### src/rtl/rv_skidbuf_pkg.sv
// -----------------------------------------------------------------------------
// rv_skidbuf_pkg
//
// Shared definitions for the rv_skidbuf slice:
//   - RV_SKIDBUF_WIDTH : default payload width in bits
//   - sb_state_t       : occupancy state of the skid buffer
//   - state_occ()      : number of held entries for a given state
// -----------------------------------------------------------------------------
package rv_skidbuf_pkg;

    localparam int RV_SKIDBUF_WIDTH = 2;

    // The encoding is fixed so that the state value reads directly as the
    // number of held entries when probed.
    typedef enum logic [1:0] {
        EMPTY = 2'b00,
        BUSY  = 2'b01,
        FULL  = 2'b10
    } sb_state_t;

    // Entry count held in each state; the unused encoding reports 0.
    function automatic logic [1:0] state_occ(input sb_state_t s);
        logic [1:0] n;
        case (s)
            EMPTY:   n = 2'd0;
            BUSY:    n = 2'd1;
            FULL:    n = 2'd2;
            default: n = 2'd0;
        endcase
        return n;
    endfunction

endpackage : rv_skidbuf_pkg

### src/rtl/rv_dffe_sr.sv
// -----------------------------------------------------------------------------
// rv_dffe_sr
//
// WIDTH-bit enable flop with synchronous, active-high clear. Clear has
// priority over the enable.
//
// Ports:
//   clk : clock, rising edge
//   clr : synchronous clear to all-zero
//   en  : load d on the next rising edge
//   d   : data in
//   q   : registered data out
// -----------------------------------------------------------------------------
module rv_dffe_sr
    import rv_skidbuf_pkg::*;
#(
    parameter int WIDTH = RV_SKIDBUF_WIDTH
) (
    input  logic             clk,
    input  logic             clr,
    input  logic             en,
    input  logic [WIDTH-1:0] d,
    output logic [WIDTH-1:0] q
);

    always_ff @(posedge clk) begin
        if (clr) begin
            q <= '0;
        end else if (en) begin
            q <= d;
        end
    end

endmodule : rv_dffe_sr

### src/rtl/rv_skidbuf.sv
// -----------------------------------------------------------------------------
// rv_skidbuf
//
// Two-entry skid buffer between a valid/ready producer and consumer. The
// "main" register always drives out_data; the "skid" register catches the
// one beat that arrives while the consumer stalls, so in_ready can be a pure
// decode of registered state and never sees out_ready combinationally.
//
// Handshake: a beat transfers on a rising clk edge when valid and ready are
// both high in the preceding cycle (in_fire = in_valid & in_ready,
// out_fire = out_valid & out_ready). Once out_valid is high, out_data holds
// steady until out_fire.
//
// Ports:
//   clk       : clock, rising edge
//   rst       : synchronous active-high reset; empties the buffer, zeroes data
//   flush     : synchronous discard of all held entries (data not cleared)
//   in_valid  : upstream offers in_data
//   in_data   : upstream payload, WIDTH bits
//   in_ready  : buffer can accept (decoded from state only)
//   out_valid : out_data is valid
//   out_data  : payload to downstream, WIDTH bits (always the main register)
//   out_ready : downstream consumes this cycle
//   occ       : number of held entries, 0..2
// -----------------------------------------------------------------------------
module rv_skidbuf
    import rv_skidbuf_pkg::*;
#(
    parameter int WIDTH = RV_SKIDBUF_WIDTH
) (
    input  logic             clk,
    input  logic             rst,
    input  logic             flush,
    input  logic             in_valid,
    input  logic [WIDTH-1:0] in_data,
    output logic             in_ready,
    output logic             out_valid,
    output logic [WIDTH-1:0] out_data,
    input  logic             out_ready,
    output logic [1:0]       occ
);

    sb_state_t        state_q;
    sb_state_t        state_d;

    logic             in_fire;
    logic             out_fire;

    logic             main_en;
    logic             skid_en;
    logic             main_from_skid;
    logic [WIDTH-1:0] main_d;
    logic [WIDTH-1:0] main_q;
    logic [WIDTH-1:0] skid_q;

    assign in_fire  = in_valid & in_ready;
    assign out_fire = out_valid & out_ready;

    // ------------------------------------------------------------------
    // State register. rst wins over flush simply by being checked first.
    // ------------------------------------------------------------------
    always_ff @(posedge clk) begin
        if (rst) begin
            state_q <= EMPTY;
        end else begin
            state_q <= state_d;
        end
    end

    // ------------------------------------------------------------------
    // Next-state logic
    // ------------------------------------------------------------------
    always_comb begin
        state_d = state_q;
        if (flush) begin
            state_d = EMPTY;
        end else begin
            case (state_q)
                EMPTY: begin
                    if (in_fire) state_d = BUSY;
                end
                BUSY: begin
                    // out_valid is high here, so out_ready alone decides
                    // whether the held beat leaves this cycle.
                    if (in_fire && !out_ready) begin
                        state_d = FULL;
                    end else if (out_fire && !in_fire) begin
                        state_d = EMPTY;
                    end
                end
                FULL: begin
                    // in_ready is low, so nothing can enter this cycle.
                    if (out_fire) state_d = BUSY;
                end
                default: state_d = EMPTY;
            endcase
        end
    end

    // ------------------------------------------------------------------
    // Output decode: registered state only.
    // ------------------------------------------------------------------
    always_comb begin
        in_ready  = 1'b1;
        out_valid = 1'b0;
        case (state_q)
            EMPTY: begin
                in_ready  = 1'b1;
                out_valid = 1'b0;
            end
            BUSY: begin
                in_ready  = 1'b1;
                out_valid = 1'b1;
            end
            FULL: begin
                in_ready  = 1'b0;
                out_valid = 1'b1;
            end
            default: begin
                in_ready  = 1'b1;
                out_valid = 1'b0;
            end
        endcase
        occ = state_occ(state_q);
    end

    // ------------------------------------------------------------------
    // Datapath enables. A flush suppresses all loads so a beat accepted
    // in the flush cycle never lands in either register.
    // ------------------------------------------------------------------
    always_comb begin
        main_en        = 1'b0;
        skid_en        = 1'b0;
        main_from_skid = 1'b0;
        if (!flush) begin
            case (state_q)
                EMPTY: begin
                    main_en = in_fire;
                end
                BUSY: begin
                    // Pass-through when drained, otherwise park in skid.
                    main_en = in_fire & out_ready;
                    skid_en = in_fire & ~out_ready;
                end
                FULL: begin
                    main_en        = out_ready;
                    main_from_skid = 1'b1;
                end
                default: begin
                    main_en = 1'b0;
                end
            endcase
        end
    end

    assign main_d = main_from_skid ? skid_q : in_data;

    rv_dffe_sr #(.WIDTH(WIDTH)) u_main (
        .clk (clk),
        .clr (rst),
        .en  (main_en),
        .d   (main_d),
        .q   (main_q)
    );

    rv_dffe_sr #(.WIDTH(WIDTH)) u_skid (
        .clk (clk),
        .clr (rst),
        .en  (skid_en),
        .d   (in_data),
        .q   (skid_q)
    );

    assign out_data = main_q;

endmodule : rv_skidbuf
### config.mk
export PLATFORM = sky130hd
export DESIGN_NAME = rv_skidbuf
export DESIGN_NICKNAME = d
export VERILOG_FILES = /design/src/rtl/rv_skidbuf_pkg.sv /design/src/rtl/rv_dffe_sr.sv /design/src/rtl/rv_skidbuf.sv
export SDC_FILE = /design/constraint.sdc
export NUM_CORES = 1
export LEC_CHECK = 0
export ABC_AREA = 1
export BUFFER_PORTS_ARGS = -buffer_cell sky130_fd_sc_hd__buf_2
export CAP_MARGIN = 20
export CORE_AREA = 4 4 41 43
export CTS_CLUSTER_DIAMETER = 100
export DETAILED_ROUTE_END_ITERATION = 7
export DIE_AREA = 0 0 45 47
export PLACE_DENSITY = 0.52
export SLEW_MARGIN = 25
export SYNTH_ARGS = -nofsm -noshare
export SYNTH_HDL_FRONTEND = slang
export SYNTH_SLANG_ARGS = --single-unit
### constraint.sdc
create_clock -name clk -period 1.8 [get_ports clk]
set_input_delay 0 -clock clk [delete_from_list [all_inputs] [get_ports clk]]
set_output_delay 0 -clock clk [all_outputs]
set_load 0.03 [all_outputs]
# After elaboration in Yosys (flattened, before gate mapping)
# Index checks and enable logic that the tools add are counted.
# word_totals
wordCells	36
ff_bits	6
in_bits	7
# classes
n_reduce_logical	8
bitwise_logic	5
n_mux	15
eq_ne	5
# op_table
operator	count
2-to-1 mux 2 bit	5
2-to-1 mux 1 bit	7
one-hot mux 2 bit (3 select lines)	1
bitwise AND 1 bit	4
inequality test 2 bit (second input constant)	2
one-hot mux 2 bit (2 select lines)	1
OR reduction 2 bit	2
inequality test 3 bit (second input constant)	1
one-hot mux 1 bit (3 select lines)	1
AND reduction 3 bit	1
equality test 2 x 1 -> 1 bit (second input constant)	1
equality test 2 bit (second input constant)	1
logical AND 1 bit	2
zero test 1 bit	2
zero test 2 bit	1
NOT 1 bit	1

# Logic depth before layout (Yosys ltp)
# Gate-level depths: netlist of the first run.
# logic_depth
ltp_word	8
mapped_depth	10
mapped_depth_nobuf	10

# By module
# A second synthesis of the first run with hierarchy kept.
# hier_totals
hier_cells	71
area_unflattened_um2	470.5
# modules_own_cells
module	area_each_um2	instances	cells_each	seq_area_each_um2
rv_skidbuf	307.8	1	45	40.0
rv_dffe_sr	81.3	2	13	40.0

# Least setup slack after synthesis of the first run
# Ideal clock, no wire load.
# synth_timing
path_type	register -> register
from	register state_q[0]
to	register state_q[1]
arrival_ps	1332
stages_incl_launch_ff	10
setup_slack_ps	353
synth_period_minus_slack_ps	1447
path_buffers	0
setup_ps	115
cell_sequence	dfxtp_1 inv_1 ha_1 nand2_1 inv_1 nand2_2 nand2_1 nand2_1 a21oi_1 nor2_1
# synth_via
elab_chain_cells	7
word_cells_on_any_way	17
# synth_lines
element	line_no	source
start, declared	rv_skidbuf.sv:43	sb_state_t state_q;
start signal, assigned	rv_skidbuf.sv:66	state_q <= state_d;
equality test 2 bit or equality test 2 x 1 -> 1 bit (tied branches)	rv_skidbuf.sv:106	case (state_q)
OR reduction 2 bit (no line) *	n/a	
2-to-1 mux 1 bit *	rv_skidbuf.sv:106	
net out_valid	rv_skidbuf.sv:37	output logic out_valid,
bitwise AND 1 bit *	rv_skidbuf.sv:57	assign out_fire = out_valid & out_ready;
logical AND 1 bit	rv_skidbuf.sv:87	end else if (out_fire && !in_fire) begin
inequality test 3 bit (no line)	n/a	
AND reduction 3 bit (no line) *	n/a	
# The timed path passes the listed nets; every way through them passes the cells marked *.
# A chain may end at the register's enable or synchronous reset.

# Final worst setup path of the first run
# layout_timing
from	register state_q[0]
to	register u_skid.q[0]
# layout_via
elab_chain_cells	6
word_cells_on_any_way	7
# layout_lines
element	line_no	source
equality test 2 bit	rv_skidbuf.sv:106	
2-to-1 mux 1 bit	rv_skidbuf.sv:106	
bitwise AND 1 bit	rv_skidbuf.sv:56	assign in_fire = in_valid & in_ready;
bitwise AND 1 bit	rv_skidbuf.sv:143	skid_en = in_fire & ~out_ready;
2-to-1 mux 1 bit *	rv_skidbuf.sv:136	case (state_q)
2-to-1 mux 1 bit *	rv_skidbuf.sv:135	if (!flush) begin
end signal, assigned	rv_dffe_sr.sv:28	q <= '0;
end signal, assigned	rv_dffe_sr.sv:30	q <= d;
end, declared	rv_dffe_sr.sv:23	output logic [WIDTH-1:0] q
# Every way passes the cells marked *; elsewhere a longest branch is shown, timed or not.

==> results of run 1 <==
-- flip-flops by register name, indices dropped and copies added (netlist names) --
register and count:
state_q 2, u_main.q 2, u_skid.q 2
-- cell usage in the layout, fill, tap and decap left out, drive strengths merged --
cell type,instances
ha,5
dfxtp,6
nor3,1
inv,8
clkbuf,3
dlygate4sd3,1
buf,12
o21bai,1
nor2,5
a21oi,6
nand2,25
nand3,11
-- layout make-up --
class	count	area, um2
inverters	8	30.0
clock buffers	3	22.5
well taps	15	18.8
flip-flops and latches	6	120
multi-input cells	54	285
fillers	158	754
repair buffers	13	70.1
-- final timing paths --
| path | start | slack (ns) | endpoint | cells after the start |
|---|---|---|---|---|
| max | state_q[0]$_SDFFE_PP0P_ | 0.36 | u_skid.q[0]$_SDFFE_PP0P_ | 8 |
| min reg2reg | u_main.q[1]$_SDFFE_PP0P_ | 0.46 | u_main.q[1]$_SDFFE_PP0P_ | 2 |
| min | in_data[1] | 0.04 | u_skid.q[1]$_SDFFE_PP0P_ | 3 |
| max reg2reg | state_q[0]$_SDFFE_PP0P_ | 0.36 | u_skid.q[0]$_SDFFE_PP0P_ | 8 |
-- metal layers --
metal,share of wire,track usage,vias to the layer above,wire length [um]
met1,0.53,0.139,187,499
met5,0,0,-,0
met2,0.39,0.150,10,364
li1,-,-,252,-
met4,0.0086,0.0877,0,8
met3,0.067,0.0421,2,63
-- tightest hold or removal path, stage by stage --
cell	delay, ns
buf_2	0.11
nand3_1	0.07
a21oi_1	0.06
-- power by group --
| part | switching [mW] | internal [mW] |
|---|---|---|
| sequential | 0.00468 | 0.140 |
| clock | 0.0452 | 0.0752 |
| combinational | 0.0750 | 0.0393 |
| total | 0.125 | 0.254 |
-- per-stage QoR --
stage / hold WS [ns] / power (mW) / instance area, um2 / setup WS [ns]
final: 0.0445 / 0.379 / 547 / 0.357
after global routing: 0.0406 / 0.414 / 547 / 0.182
after CTS: 0.0398 / 0.388 / 547 / 0.353
after detailed placement: 0.238 / 0.261 / 514 / 0.360
after global placement: 0.237 / 0.261 / 514 / 0.385
after floorplan: 0.0691 / 0.230 / 435 / 0.353
-- synthesized netlist by cell type, drive strengths merged --
cell type  instances  share of area
nand3             11           0.14
dfxtp              6           0.28
nor2               5          0.049
nor3               1          0.011
nand2             25           0.23
inv                8          0.069
a21oi              6          0.069
ha                 5           0.14
o21bai             1          0.017
-- cells by family after synthesis --
group           synth area share
simple gates               0.425
flops                      0.276
fa+ha+maj                  0.144
buf+inv                   0.0690
compound gates            0.0862
==> flow_metrics.tcl, run 1 <==
set metrics [dict create \
    first_pass_iters 4 \
    drive_above_1_share 0.238 \
    rows 13 \
    period_share 0.802 \
    dieArea_um2 2120 \
    grt_pass1_vias 403 \
    netlist_area_um2 435 \
    postRouteWirelength_um 935 \
    wl_per_cell_um 9.44 \
    portBuffers 12 \
    grt_max_degree 7 \
    cts_buffers 3 \
    slowest_delay_ns 0.37 \
    crit_buf_inv 2 \
    core_um2 1300 \
    cpMostUsedCell "nand2_1" \
    final_cells 99 \
    crit_path_start_kind "register" \
    num-nets-final 98 \
    finalClockSkew_ns 0.00109 \
    syn_nets 80 \
    leakagePower_nw 0.280 \
    antenna_found_initial 0 \
    ios 13 \
    antennaDiodeCount 0 \
    worstSetupPathType "reg -> reg" \
    slowest_stage "dfxtp_1" \
    viasPerCell 4.56 \
    clk_latency_ns 0.24 \
    clock-root-buffer "clkbuf_4" \
    cp.arrival_ns 1.57 \
    worstPathCellList "inv_1 > ha_1 > inv_2 > nand3_2 > nor2_2 > nand2_1 > nand2_1 > a21oi_1" \
    yosysWarnings 0 \
    fin_tns_setup_ns 0 \
    clk_pin_slew_ns 0.04 \
    vias 451 \
    timing.max_slew.rel_slack 0.854 \
    grt_use_total 0.111 \
    clock.fmax_mhz 693 \
    holdBufCountCts 1 \
    cp.required_ns 1.93 \
    dp_hpwl_um 803 \
    hold_violations 0 \
    postCtsSetupBuffers 0 \
    drtAntennaViolNets 0 \
    clock_sinks 6 \
    netlist_instances 68 \
    ir_drop_mv 0.362 \
    grt_first_pass_wirelength_um 1630 \
    drt_iter0_markers 15 \
    ys_types 13 \
    drv_slew 0 \
    cp_max_fo 6 \
    ys_ff_latch 6 \
    syn_area_per_cell_um2 6.40 \
    drc 0 \
    initial_core_util 0.335 \
    maxCapViolCount 0 \
    place_inst 95 \
    power.density_nw_per_um2 694 \
    clockBufferDepth 2 \
    dieWidth_um 45 \
    overflow 0 \
    status "finished clean" \
    worstMarginPinSlew_ns 0.219 \
    place.gp.congestion 0.756 \
    area_delta_synth_final_pct 25.6 \
    hold_path_class "in -> reg" \
    post-route-util 0.420 \
    rsz0062_at_grt "false" \
    setup_viol 0 \
    htreeDepth 1 \
    die_h_um 47 \
    yosysSeqAreaShare 0.276 \
    ctsResizeCount 0 \
    end_kind "register" \
    cp_top_family "simple AND/OR/NAND/NOR gates" \
    cts_tree "yes" \
    period_needed_ns 1.44 \
]
Note: power is estimated with default switching activity, not from simulation.
==> run 2: changes to the inputs <==
ABC_AREA = 0   (was 1)
PLACE_DENSITY = 0.53   (was 0.52)
clock period = 1.2 ns   (was 1.8 ns; I/O delays follow)
==> run 2 against run 1 <==
The flow now finishes with violations (setup timing). Die area unchanged. Worst setup slack worse by 0.55 ns. Critical path depth is 2 lower. Clock skew increased by 0.017 ns. Register-to-register slack worse by 0.55 ns. Flip-flop and latch count stayed put. Sequential share of layout area down 3.5 points. Clock power up 82%. Global-route usage is 1.3 points higher. Sequential power up 48%. Critical path type unchanged.
==> flow_metrics.tcl, run 2 <==
set metrics [dict create \
    hold_path_class "in -> reg" \
    synth.most_common_cell "dfxtp_1" \
    viasPerCell 5.28 \
    grt_first_pass_wirelength_um 1840 \
    synth_top_flop_cell "dfxtp_1" \
    netlist_area_um2 422 \
    synth_compound_area_frac 0.243 \
    synth_top_family_by_area "compound AO/OA/AOI/OAI gates" \
    whs_ns 0.0127 \
    htreeDepth 1 \
    area_delta_synth_final_pct 64.1 \
    cts_buffers 3 \
    first_pass_iters 4 \
    syn_nets 61 \
    setup_ws_ns -0.195 \
    dieWidth_um 45 \
    synth_edf_count 0 \
    worstMarginPinSlew_ns 0.271 \
    worstPathCellList "inv_4 > ha_4 > and2_4 > o211ai_4 > a21oi_2 > a311oi_2" \
    grt_pass1_vias 451 \
    synth_xor_area_frac 0 \
    final_cell_mix "11 x buf_2, 5 x buf_4, 4 x dfxtp_1" \
    antenna_found_initial 0 \
    drt_iter0_markers 8 \
    finalClockSkew_ns 0.0179 \
    grt_max_degree 9 \
    power.density_nw_per_um2 842 \
    clockBufferDepth 2 \
    cp.required_ns 1.35 \
    dp_hpwl_um 791 \
    setup_viol 7 \
    period_needed_ns 1.40 \
    synth_top_cell_by_area "dfxtp_1" \
    r2r_slack_ns -0.20 \
    ys_ff_latch 6 \
    synth_commonest_cells "6 x dfxtp_1, 5 x ha_1, 5 x inv_1, 4 x a21oi_1, 4 x nor2_1" \
    status "complete, but fails checks" \
    final_common_cell "buf_2" \
    yosysSeqAreaShare 0.285 \
    ys_types 22 \
    violations "setup timing" \
    timing.max_slew.rel_slack 0.817 \
    dieArea_um2 2120 \
    antennaDiodeCount 0 \
    yosys.area_share.simple 0.202 \
    hold_violations 0 \
    ir_drop_mv 0.466 \
    end_kind "register" \
    synth_fa_ha_area_frac 0.148 \
    maxCapViolCount 0 \
    slowest_delay_ns 0.39 \
    clock-root-buffer "clkbuf_4" \
    clk_pin_slew_ns 0.06 \
    rows 13 \
    clk_latency_ns 0.26 \
    leakagePower_nw 0.272 \
    yosysTopAreaCellShare 0.285 \
    syn_area_per_cell_um2 8.61 \
    wl_per_cell_um 12.6 \
    top_regs "state_q x2, u_main.q x2, u_skid.q x2" \
    clock.fmax_mhz 717 \
    rsz0062_at_grt "true" \
    drv_slew 0 \
    ios 13 \
    worstSetupPathType "reg -> reg" \
    overflow 0 \
    postRouteWirelength_um 1080 \
    place.gp.congestion 0.677 \
    cp.arrival_ns 1.55 \
    netlist_instances 49 \
    grt_use_total 0.124 \
    power.total_mw 0.583 \
    portBuffers 12 \
    initial_core_util 0.324 \
    vias 454 \
    crit_path_start_kind "register" \
    die_h_um 47 \
    clock_sinks 6 \
    core_um2 1300 \
    drtAntennaViolNets 0 \
    synth_mux_area_frac 0.0772 \
    ys_async_sr_fraction 0 \
    drive_above_1_share 0.563 \
    ys_top_cells_by_area "dfxtp_1 28%, ha_1 15%, mux2_1 5.3%" \
    cp_max_fo 5 \
    yosysWarnings 0 \
    cts_tree "yes" \
    slowest_stage "dfxtp_4" \
    period_share 1.16 \
    num-nets-final 84 \
    drc 0 \
]
-- run 2: cell count changes after synthesis, sizes merged, moves of 3 or more --
cell / change
a311oi: +3
inv: -3
nand2: -22
nand3: -10
o21ai: +4
-- run 2: final timing paths --
kind,start,endpoint,cells past startpoint
worst max-delay path,state_q[1]$_SDFFE_PP0P_,u_main.q[0]$_SDFFE_PP0P_,6
worst min-delay path,in_data[1],u_skid.q[1]$_SDFFE_PP0P_,3
worst max register to register,state_q[1]$_SDFFE_PP0P_,u_main.q[0]$_SDFFE_PP0P_,6
worst min register to register,u_skid.q[1]$_SDFFE_PP0P_,u_skid.q[1]$_SDFFE_PP0P_,2
-- run 2: layer usage --
| layer | up-vias | track usage | share of wire |
|---|---|---|---|
| li1 | 222 | - | - |
| met3 | 5 | 0.0498 | 0.075 |
| met4 | 0 | 0.0936 | 0.023 |
| met2 | 13 | 0.195 | 0.46 |
| met5 | - | 0 | 0 |
| met1 | 214 | 0.134 | 0.44 |
-- run 2: where the power goes --
part,internal [mW],switching (mW),total (mW)
Sequential,0.206,0.00810,0.214
Combinational,0.0681,0.0832,0.151
Clock,0.127,0.0907,0.218
Total,0.401,0.182,0.583
-- run 2: logic make-up (layout without fill, tap and decap cells) --
family	after synthesis	after routing
compound gates	14	14
fa+ha+maj	5	5
buf+inv	5	27
flops	6	6
mux	3	3
simple gates	16	16
-- run 2: through the flow --
| step | util | TNS [ns] | worst slack [ns] | area [um2] | std cells |
|---|---|---|---|---|---|
| global route | 0.532 | -1.52 | -0.267 | 692 | 86 |
| CTS | 0.496 | -1.00 | -0.195 | 646 | 85 |
| finish | 0.532 | -0.971 | -0.195 | 692 | 86 |
| global placement | 0.448 | -1.04 | -0.256 | 583 | 79 |
| detailed placement | 0.448 | -0.997 | -0.230 | 583 | 79 |
| floorplan | - | -0.333 | -0.107 | 482 | 49 |
-- run 2: final cells by class --
cell class / instances / area (um2)
clock buffers: 4 / 26.3
fillers: 131 / 609
inverters: 5 / 23.8
multi-input cells: 38 / 382
flip-flops and latches: 6 / 128
well taps: 15 / 18.8
repair buffers: 18 / 114
-- run 2: critical path, delay by kind of cell, from the launching register on --
kind,cells,cell delay [ns]
simple gates,1,0.14
fa+ha+maj,1,0.17
compound gates,3,0.52
buf+inv,1,0.05
flops,1,0.39
-- run 2: timing repair --
item	4_1_cts	5_1_grt
resized for setup	3	11
hold buffers	1	0
hold endpoints to repair	1	0
pin swaps	5	3
endpoints found under the setup margin	6	7
buffers inserted	1	1
==> run 3: changes to the inputs <==
SETUP_SLACK_MARGIN = 0.5   (was unset)
SKIP_LAST_GASP = 1   (was unset)
==> run 3 against run 2 <==
The run still ends with setup timing left. Critical path depth did not move. Global-route usage shrank 1.3 points. Count of clock-buffer cells in the layout shrank 1. Non-clock buffer count is 3 lower. Die area is the same.
==> flow_metrics.tcl, run 3 (synthesis results as in run 2) <==
set metrics [dict create \
    top_regs "state_q x2, u_main.q x2, u_skid.q x2" \
    ios 13 \
    grt_first_pass_wirelength_um 1670 \
    reg2regPathDepth 6 \
    finalClockSkew_ns 0.00446 \
    drt_iter0_markers 4 \
    wl_per_cell_um 11.7 \
    hold_path_class "in -> reg" \
    place.gp.congestion 0.745 \
    power.density_nw_per_um2 822 \
    worstSetupPathType "reg -> reg" \
    violations "setup timing" \
    fin_tns_setup_ns -0.846 \
    fin_area_um2 676 \
    clock-root-buffer "clkbuf_4" \
    die_h_um 47 \
    core_um2 1300 \
    antennaDiodeCount 0 \
    r2r-end "u_main.q[1]$_SDFFE_PP0P_" \
    placed_area_um2 583 \
    initial_core_util 0.324 \
    pre_cts_ws_ns -0.183 \
    rsz0062_at_grt "true" \
    portBuffers 12 \
    clockBufferDepth 2 \
    dp_hpwl_um 762 \
    period_needed_ns 1.38 \
    hold_violations 0 \
    htreeDepth 1 \
    cp_max_fo 5 \
    worstHoldStart "rst" \
    cp.arrival_ns 1.53 \
    clk_pin_slew_ns 0.05 \
    cp.required_ns 1.34 \
    period_share 1.15 \
    drc 0 \
    postRouteWirelength_um 958 \
    num-nets-final 81 \
    setup_viol 6 \
    antenna_found_initial 0 \
    grt_use_total 0.111 \
    worstMarginPinSlew_ns 0.275 \
    timing.max_slew.rel_slack 0.817 \
    r2r_slack_ns -0.18 \
    clk_latency_ns 0.25 \
    cts_buffers 3 \
    drv_slew 0 \
    ir_drop_mv 0.487 \
    area_delta_synth_final_pct 60.2 \
    viasPerCell 4.95 \
    post-route-util 0.519 \
    crit_path_start_kind "register" \
    n_fill_cell 126 \
    cts_tree "yes" \
    leakagePower_nw 0.260 \
    overflow 0 \
    end_kind "register" \
    hold_depth 2 \
    drtAntennaViolNets 0 \
    whs_endpoint "u_skid.q[1]$_SDFFE_PP0P_" \
    dieWidth_um 45 \
    power.total_mw 0.555 \
    drive_above_1_share 0.537 \
    status "complete, but fails checks" \
    vias 406 \
    rows 13 \
    clock_sinks 6 \
    rr_startpoint "state_q[1]$_SDFFE_PP0P_" \
    clock.fmax_mhz 724 \
    dieArea_um2 2120 \
    grt_pass1_vias 399 \
    setup_ws_ns -0.182 \
    first_pass_iters 3 \
    maxCapViolCount 0 \
    grt_max_degree 9 \
    final_cell_mix "6 x buf_2, 6 x buf_6" \
]
[run 3: changes by cell type in the layout (fill, tap and decap cells not counted), sizes merged]
cell	previous run	this run
dlygate4sd3	1	0
clkbuf	4	3
buf	17	15
[run 3: cell type report]
class	count	area [um2]	area share
flip-flops and latches	6	129	0.191
inverters	5	23.8	0.0352
clock buffers	3	22.5	0.0333
well taps	15	18.8	0.0278
multi-input cells	38	362	0.535
repair buffers	15	120	0.178
[run 3: metrics by stage]
| step | instances | hold slack [ns] |
|---|---|---|
| after global routing | 82 | 0.0196 |
| after floorplan | 49 | 0.0691 |
| after global placement | 79 | 0.258 |
| after detailed placement | 79 | 0.258 |
| final | 82 | 0.00635 |
| after CTS | 82 | 0.00388 |
[run 3: worst max path at each step]
stage	to	slack, ns	from
floorplan	state_q[0]$_SDFFE_PP0P_	-0.11	state_q[1]$_SDFFE_PP0P_
global placement	u_main.q[0]$_SDFFE_PP0P_	-0.20	state_q[1]$_SDFFE_PP0P_
detailed placement	u_main.q[1]$_SDFFE_PP0P_	-0.18	state_q[1]$_SDFFE_PP0P_
CTS	u_main.q[1]$_SDFFE_PP0P_	-0.20	state_q[1]$_SDFFE_PP0P_
global route	u_main.q[1]$_SDFFE_PP0P_	-0.27	state_q[1]$_SDFFE_PP0P_
finish	u_main.q[1]$_SDFFE_PP0P_	-0.18	state_q[1]$_SDFFE_PP0P_
[run 3: repair_timing]
item | CTS | global route
setup buffers | 0 | 0
gates cloned | 0 | 0
pin swaps | 3 | 0
setup endpoints to repair | 12 | 12
resized for setup | 16 | 5
hold buffers | 0 | 0
[run 3: power breakdown]
group | internal, mW | switching [mW] | total [mW]
Combinational | 0.0737 | 0.0805 | 0.154
Sequential | 0.207 | 0.00879 | 0.216
Clock | 0.113 | 0.0722 | 0.185
Total | 0.394 | 0.162 | 0.555
[run 3: per-layer routing]
layer / GRT usage / part of all wire / up-vias
met5: 0 / 0 / -
met4: 0.0175 / 0.0073 / 0
met3: 0.0766 / 0.097 / 2
met2: 0.161 / 0.44 / 10
met1: 0.138 / 0.45 / 181
li1: - / - / 213
[run 3: critical path, stage by stage (launching register included)]
cell	delay [ns]
dfxtp_4	0.39
inv_4	0.06
ha_4	0.17
and2_4	0.15
o211ai_4	0.20
a21oi_1	0.10
a311oi_1	0.21
